<file path="src/rtl/pwm_3_phase_rx.sv">
// Three-phase beacon receiver: synchronises pwm1..3, tracks the 1->2->3 rotation,
// measures per-phase widths and period, and reports lock and sequence/overlap/stall faults.
module pwm_3_phase_rx #(
  parameter int W        = 8,
  parameter int TIMEOUT  = 200,
  parameter int LOCK_ROT = 2
) (
  input  logic         clk,
  input  logic         rst,
  input  logic         pwm1,
  input  logic         pwm2,
  input  logic         pwm3,
  output logic [1:0]   phase,
  output logic [W-1:0] width1,
  output logic [W-1:0] width2,
  output logic [W-1:0] width3,
  output logic [W+1:0] period,
  output logic         period_valid,
  output logic         locked,
  output logic         err_seq,
  output logic         err_multi,
  output logic         err_timeout
);

  // state | meaning
  // IDLE  | not aligned; waiting for phase 1
  // P1    | phase 1 line high, counting its width
  // P2    | phase 2 line high, counting its width
  // P3    | phase 3 line high, counting its width
  typedef enum logic [1:0] {
    S_IDLE = 2'd0,
    S_P1   = 2'd1,
    S_P2   = 2'd2,
    S_P3   = 2'd3
  } state_t;

  // Decoded codes for P1..P3 match the state codes so same/next compare directly.
  localparam logic [2:0] D_NONE  = 3'd0;
  localparam logic [2:0] D_MULTI = 3'd4;

  logic [2:0]   sync1, sync2;
  logic [2:0]   dec;
  state_t       state, state_nxt, state_adv;
  logic [W-1:0] cnt, cnt_nxt;
  logic [3:0]   good_cnt, good_nxt, good_inc;
  logic [W-1:0] width1_nxt, width2_nxt, width3_nxt;
  logic [W+1:0] period_nxt;
  logic         pv_nxt, locked_nxt, seq_nxt, multi_nxt, to_nxt;
  logic         ev_start, ev_hold, ev_adv, ev_fault, ev_seq, ev_multi, ev_to;

  always_ff @(posedge clk or posedge rst) begin
    if (rst) begin
      sync1 <= '0;
      sync2 <= '0;
    end else begin
      sync1 <= {pwm3, pwm2, pwm1};
      sync2 <= sync1;
    end
  end

  always_comb begin
    case (sync2)
      3'b000:  dec = D_NONE;
      3'b001:  dec = 3'd1;
      3'b010:  dec = 3'd2;
      3'b100:  dec = 3'd3;
      default: dec = D_MULTI;
    endcase
  end

  always_ff @(posedge clk or posedge rst) begin
    if (rst) state <= S_IDLE;
    else     state <= state_nxt;
  end

  always_comb begin
    state_adv = (state == S_P3) ? S_P1 : state_t'(state + 2'd1);
    state_nxt = state;
    ev_start  = 1'b0;
    ev_hold   = 1'b0;
    ev_adv    = 1'b0;
    ev_fault  = 1'b0;
    ev_seq    = 1'b0;
    ev_multi  = 1'b0;
    ev_to     = 1'b0;
    if (state == S_IDLE) begin
      if (dec == 3'd1) begin
        state_nxt = S_P1;
        ev_start  = 1'b1;
      end else if (dec == D_MULTI) begin
        ev_multi = 1'b1;
      end
    end else begin
      if (dec == {1'b0, state}) begin
        if (cnt == W'(TIMEOUT)) begin
          ev_to    = 1'b1;
          ev_fault = 1'b1;
        end else begin
          ev_hold = 1'b1;
        end
      end else if (dec == {1'b0, state_adv}) begin
        ev_adv    = 1'b1;
        state_nxt = state_adv;
      end else if (dec == D_MULTI) begin
        ev_multi = 1'b1;
        ev_fault = 1'b1;
      end else if (dec == D_NONE) begin
        ev_fault = 1'b1;
      end else begin
        ev_seq   = 1'b1;
        ev_fault = 1'b1;
      end
      if (ev_fault) state_nxt = S_IDLE;
    end
  end

  always_comb begin
    cnt_nxt    = cnt;
    width1_nxt = width1;
    width2_nxt = width2;
    width3_nxt = width3;
    period_nxt = period;
    pv_nxt     = 1'b0;
    good_nxt   = good_cnt;
    locked_nxt = locked;
    seq_nxt    = ev_seq;
    multi_nxt  = ev_multi;
    to_nxt     = ev_to;
    good_inc   = (good_cnt == 4'(LOCK_ROT)) ? good_cnt : good_cnt + 4'd1;
    if (ev_start) cnt_nxt = {{(W-1){1'b0}}, 1'b1};
    if (ev_hold)  cnt_nxt = cnt + {{(W-1){1'b0}}, 1'b1};
    if (ev_adv) begin
      cnt_nxt = {{(W-1){1'b0}}, 1'b1};
      case (state)
        S_P1: width1_nxt = cnt;
        S_P2: width2_nxt = cnt;
        S_P3: begin
          width3_nxt = cnt;
          period_nxt = {2'b00, width1} + {2'b00, width2} + {2'b00, cnt};
          pv_nxt     = 1'b1;
          good_nxt   = good_inc;
          if (good_inc == 4'(LOCK_ROT)) locked_nxt = 1'b1;
        end
        default: ;
      endcase
    end
    if (ev_fault) begin
      cnt_nxt    = '0;
      good_nxt   = '0;
      locked_nxt = 1'b0;
    end
  end

  always_ff @(posedge clk or posedge rst) begin
    if (rst) begin
      cnt          <= '0;
      good_cnt     <= '0;
      width1       <= '0;
      width2       <= '0;
      width3       <= '0;
      period       <= '0;
      period_valid <= 1'b0;
      locked       <= 1'b0;
      err_seq      <= 1'b0;
      err_multi    <= 1'b0;
      err_timeout  <= 1'b0;
    end else begin
      cnt          <= cnt_nxt;
      good_cnt     <= good_nxt;
      width1       <= width1_nxt;
      width2       <= width2_nxt;
      width3       <= width3_nxt;
      period       <= period_nxt;
      period_valid <= pv_nxt;
      locked       <= locked_nxt;
      err_seq      <= seq_nxt;
      err_multi    <= multi_nxt;
      err_timeout  <= to_nxt;
    end
  end

  assign phase = state;

endmodule

</file>
<file path="config.mk">
export PLATFORM = sky130hd
export DESIGN_NAME = pwm_3_phase_rx
export DESIGN_NICKNAME = d
export VERILOG_FILES = /design/src/rtl/pwm_3_phase_rx.sv
export SDC_FILE = /design/constraint.sdc
export NUM_CORES = 1
export LEC_CHECK = 0
export CORE_MARGIN = 2
export CORE_UTILIZATION = 40
export CTS_CLUSTER_DIAMETER = 40
export DETAILED_ROUTE_END_ITERATION = 10
export HOLD_SLACK_MARGIN = 0.03
export PLACE_DENSITY = 0.74
export SLEW_MARGIN = 0
export SYNTH_ARGS = -nofsm -noshare
export SYNTH_HDL_FRONTEND = slang
export SYNTH_SLANG_ARGS = --single-unit
</file>
<file path="constraint.sdc">
create_clock -name clk -period 2.9 [get_ports clk]
set_clock_uncertainty 0.15 [all_clocks]
set_input_delay 0.58 -clock clk [delete_from_list [all_inputs] [get_ports clk]]
set_output_delay 0.58 -clock clk [all_outputs]
set_load 0.05 [all_outputs]
</file>
==> results.cfg, run 1 <==
[worst_setup_path]
critical_path_class = register to register
crit_path_cell_trace = fa_2 > ha_1 > fa_2 > a21o_1 > a21o_1 > a211oi_1 > nor2_1 > o211ai_1 > o21ai_0
critical_path_arrival_ps = 2830
critPathMaxFanout = 3
path_buf_inv = 0
startpoint_type = register
setup.worst_path.start = width1[1]
r2r_start = width1[1]
critPathMaxStageDelay_ps = 460
endpoint_kind = register
cp.required_ps = 2960
slowest_stage = fa_2
worst_path_dominant_cell_family = adder cells

[global_routing]
grt_usage_pct = 16.2
grt_max_degree = 28
grt_antenna_before_repair = 0
gr-total-overflow = 0
grt_pass1_wl_um = 10700
grt_pass1_vias = 2161

[route]
drcViolationCount = 0
drt_iter0_markers = 64
ant_nets = 0
routed_wl_um = 6150
vias = 2135
firstDrtPassIters = 4
viasPerCell = 5.00
wl_per_cell_um = 14.4

[flow_run]
cap_violations = 0

[placed_design]
io_buffers = 45
dp_hpwl_um = 4500
place_congestion = 0.808

[floorplan]
rows = 32
num_io_pins = 46
start_util_pct = 40.8
core_mm2 = 0.00761
die_area_mm2 = 0.00848
die_h_um = 92.1
die_w_um = 92.1

[sta]
fmax_ghz = 0.361
setup_violations = 0
slew_viol_final = 0
finalCritPeriodShare_pct = 95.5
worstMarginPinSlew_ps = 560
rsz0062_at_grt = false
hold_viol = 0
min_period_ps = 2770
relSlewSlack_pct = 62.6

[clock_network]
cts_tree = done
cts_buffers = 9
cts.sinks = 59
clk_pin_slew_ps = 70
clkLatencyLatePin_ps = 340
cts_root_buffer = clkbuf_8
cts_max_level = 3
cts_buffer_depth = 2
hold_buffers = 0

[cells_and_area]
final_nets = 349
area_delta_synth_final_pct = 26.5
utilization_pct = 51.6
multi_input_area_mm2 = 0.00154
antenna_cells = 0
final-seq-area_mm2 = 0.00148
fill_cells = 671
drive_gt1_share_pct = 20.6

[logic_synthesis]
ys_top_cells_by_area = dfrtp_1, mux2_2, ha_1
synth_edf_count = 0
synth_nets = 286
syn-cell-area_mm2 = 0.00311
synth_top_area_cell = dfrtp_1
ys_types = 54
ys_seq_area_share_pct = 47.5
yosysTopAreaCellShare_pct = 47.5
syn_avg_cell_area_um2 = 12.1
synth_ff_type = dfrtp_1
ys_warn_count = 0
ys_ff_latch = 59
ys_async_sr_fraction_pct = 100
syn_inst = 257

[power_and_ir_drop]
intPower_uw = 1510
p_per_area_mw_per_mm2 = 617
pwr-share-seq_pct = 39.4
clock_power_share_pct = 25.5
power.total_uw = 2420
leakage_uw = 0.00189
p_sw_uw = 914
swShare_pct = 37.7
p_comb_share_pct = 35.1
peakVddDrop_mv = 0.232

[worst_hold_path]
hold_path.class = register to register
hp-start = sync1[0]

[status]
status = finished, final reports clean
[cells in the mapped netlist, types with 3 or more instances]
| master | instances |
|---|---|
| dfrtp_1 | 59 |
| mux2_2 | 19 |
| o21ai_0 | 16 |
| ha_1 | 15 |
| nor2_1 | 13 |
| inv_1 | 12 |
| fa_1 | 9 |
| mux2_1 | 9 |
| a21o_1 | 8 |
| nand2_1 | 8 |
| a21oi_1 | 7 |
| nand3_1 | 6 |
| a211oi_1 | 5 |
| xnor2_1 | 5 |
| clkbuf_1 | 4 |
| mux2i_1 | 4 |
| nor2b_1 | 4 |
| xor2_1 | 4 |
| nor3b_1 | 3 |
| nor4b_1 | 3 |
[cell type report]
type / count / area share [%]
Clock inverter: 3 / 0.382
Inverter: 13 / 1.37
Timing Repair Buffer: 61 / 14.5
Tap cell: 102 / 3.25
Multi-Input combinational cell: 176 / 39.2
Sequential cell: 59 / 37.8
Clock buffer: 13 / 3.54
[stage by stage]
stage | worst slack [ps] | setup TNS (ps) | instances | hold WS, ps | cell area [um^2]
floorplan | -27.7 | -27.7 | 257 | 181 | 3110
global placement | 79.8 | 0 | 410 | 183 | 3740
detailed placement | 32.8 | 0 | 410 | 186 | 3740
CTS | 19.7 | 0 | 426 | 200 | 3890
global route | 15.9 | 0 | 427 | 204 | 3930
finish | 130 | 0 | 427 | 199 | 3930
[power groups by stage]
stage               sequential (uW)  combinational [uW]  clock (uW)
finish                          956                 850         618
global route                    968                 925         676
CTS                             955                 851         628
detailed placement              971                 851           0
global placement                966                 832           0
floorplan                      1160                 388           0
[worst paths after layout]
check                                  to  cells past startpoint  slack, ps
min in group asynchronous       period[1]                      2        460
worst min-delay path             sync2[0]                      0        200
max in group asynchronous       width1[6]                      3       1490
worst min register to register   sync2[0]                      0        200
worst max-delay path            period[9]                      9        130
worst max register to register  period[9]                      9        130
[routing by layer]
layer	track usage, %	up-vias	share of wire [%]
met1	21.2	1036	46
li1	-	1051	-
met2	25.4	43	49
met4	6.47	0	0.93
met5	0	-	0
met3	4.52	5	3.6
[cell usage in the layout (no fill, tap or decap), types with 4 or more instances in the layout]
cell type and n:
ha_1 14, xor2_1 4, dfrtp_2 6, o21ai_0 16, a21o_1 8, nor2_1 13
buf_4 16, mux2_2 19, mux2_1 9, nand2_1 8, clkbuf_8 9, inv_1 11
a21oi_1 7, nand3_1 6, fa_1 7, a211oi_1 4, xnor2_1 5, clkbuf_1 4
nor2b_1 4, dfrtp_1 53, clkdlybuf4s50_1 45, mux2i_1 4
[cells by family (layout without fill, tap and decap cells)]
logic type      after synthesis  count (layout)  synth area share, %
buf+inv                      22              90                 3.83
simple gates                 58              58                 11.1
compound gates               52              52                 11.4
xor+xnor                      9               9                 2.54
flops                        59              59                 47.5
mux                          32              32                 11.4
fa+ha+maj                    25              25                 12.2
[what timing repair did]
action	in CTS	in global routing
endpoints found under the setup margin	1	2
resized for setup	0	5
endpoints found under the hold margin	0	0
setup buffers	0	1
pin swaps	2	3
[registers in the layout, indices dropped and copies added, names as in the netlist]
name and count:
sync2 3, sync1 3, width3 8, period 10, locked 1, err_multi 1, width1 8, period_valid 1
err_timeout 1, good_cnt 4, phase 2, cnt 8, err_seq 1, width2 8
Note: power is estimated with default switching activity, not from simulation.
==> run 2, diff against run 1 <==
CORE_MARGIN = 1   (was 2)
SKIP_CTS_REPAIR_TIMING = 1   (was not set)
==> run 2 against run 1 <==
  * Sequential share of layout area down 0.50 points
  * Largest power group unchanged
  * Die area down 4.3%
  * Cell count down 0.70%
  * Register-to-register slack worse by 40 ps
==> results.cfg, run 2 (synthesis results as in run 1) <==
[power_and_ir_drop]
p_per_area_mw_per_mm2 = 627
leakage_uw = 0.00192
clock_power_share_pct = 27.2
intPower_uw = 1580
peakVddDrop_mv = 0.265
p_comb_share_pct = 34.5
pwr-share-seq_pct = 38.2
swShare_pct = 36.6
power.total_uw = 2490
p_sw_uw = 913

[placed_design]
io_buffers = 45
placed_cells = 409
dp_hpwl_um = 4570
place_congestion = 0.793

[worst_setup_path]
critPathMaxStageDelay_ps = 610
startpoint_type = register
slowest_stage = fa_2
cp.required_ps = 2970
critPathMaxFanout = 3
critical_path_arrival_ps = 2880
crit_path_cell_trace = fa_2 > ha_4 > a211oi_2 > nor2_1 > or4_1 > a31oi_2 > xnor2_1 > mux2_1
critical_path_class = register to register
endpoint_kind = register

[clock_network]
cts_root_buffer = clkbuf_8
clk_pin_slew_ps = 70
cts_max_level = 3
cts.sinks = 59
cts_tree = done
clkLatencyLatePin_ps = 340
cts_buffers = 9
cts_buffer_depth = 2

[cells_and_area]
area_delta_synth_final_pct = 28.2
antenna_cells = 0
final_cells = 424
regMostFlops = period
mostFrequentLayoutCell = dfrtp_1
largest_reg_flops = 10
mostFrequentLayoutCells = dfrtp_1, clkdlybuf4s50_1, mux2_2
final_nets = 350
drive_gt1_share_pct = 22.2

[sta]
hold_viol = 0
rsz0062_at_grt = false
relSlewSlack_pct = 65.2
min_period_ps = 2810
slew_viol_final = 0
finalCritPeriodShare_pct = 97.0
finalSetupTns_ps = 0
fmax_ghz = 0.355
worstMarginPinSlew_ps = 520
setup_violations = 0

[floorplan]
core_mm2 = 0.00737
die_h_um = 90.1
rows = 31
num_io_pins = 46
die_w_um = 90.1
start_util_pct = 42.1
die_area_mm2 = 0.00812

[route]
wl_per_cell_um = 15.1
vias = 2141
drt_iter0_markers = 93
ant_nets = 0
viasPerCell = 5.05
routed_wl_um = 6400
drcViolationCount = 0
firstDrtPassIters = 4

[global_routing]
grtUsageMet3_pct = 3.64
grt_usage_pct = 17.1
gr-usage-met1_pct = 22.5
gr-usage-met2_pct = 26.1
grt_pass1_wl_um = 10900
grt_antenna_before_repair = 0
grt_pass1_vias = 2201
grt_max_degree = 29
gr-total-overflow = 0
busiest_layer = met2

[status]
status = finished, final reports clean

[flow_run]
cap_violations = 0

[worst_hold_path]
hold_path.class = register to register
==> run 2: layer usage <==
layer,vias to the layer above,part of all wire (%),routed length (um)
met5,-,0,0
met3,16,3.2,205
met4,0,2.9,184
li1,1038,-,-
met2,45,48,3060
met1,1042,46,2960
==> run 2: layout make-up <==
type	count	area [um^2]
well taps	99	124
multi-input cells	176	1550
clock buffers	13	169
fillers	630	3390
clock inverters	2	10.0
inverters	13	53.8
flip-flops and latches	59	1480
repair buffers	62	591
==> run 2: worst paths after layout <==
kind	from	endpoint	slack [ps]	cells past startpoint
setup / recovery	width2[2]	period[8]	90	8
hold / removal	sync1[0]	sync2[0]	200	0
setup reg to reg	width2[2]	period[8]	90	8
hold reg to reg	sync1[0]	sync2[0]	200	0
max in group asynchronous	rst	width1[1]	1670	3
min in group asynchronous	rst	sync1[0]	330	2
==> run 2: power groups by stage <==
stage / Combinational, uW / Clock (uW) / Sequential [uW]
2_1_floorplan: 388 / 0 / 1160
4_1_cts: 857 / 701 / 954
3_5_place_dp: 851 / 0 / 970
5_1_grt: 933 / 737 / 965
3_3_place_gp: 834 / 0 / 967
6_report: 862 / 680 / 953
==> run 2: stage by stage <==
step / utilization, % / hold slack (ps) / setup WS (ps) / instance area [um^2]
after floorplan: - / 181 / -27.7 / 3110
after global placement: 51.1 / 183 / 71.0 / 3760
after detailed placement: 51.1 / 185 / 39.0 / 3760
after CTS: 53.5 / 199 / 18.4 / 3940
after global routing: 54.0 / 203 / 4.13 / 3980
final: 54.0 / 200 / 87.0 / 3980
==> run 2: critical path, delay by kind of cell, from the launching register on <==
family | cells | cell delay [ps]
and+or+nand+nor | 2 | 520
adders and majority gates | 2 | 820
AOI/OAI and AO/OA | 2 | 420
xor gates and xnor gates | 1 | 80
muxes | 1 | 290
DFF | 1 | 430
==> run 3, diff against run 2 <==
SKIP_CTS_REPAIR_TIMING = not set   (was 1)
==> results of run 3 <==
Same layout as run 2: the final DEF is identical, and so are final timing and power.
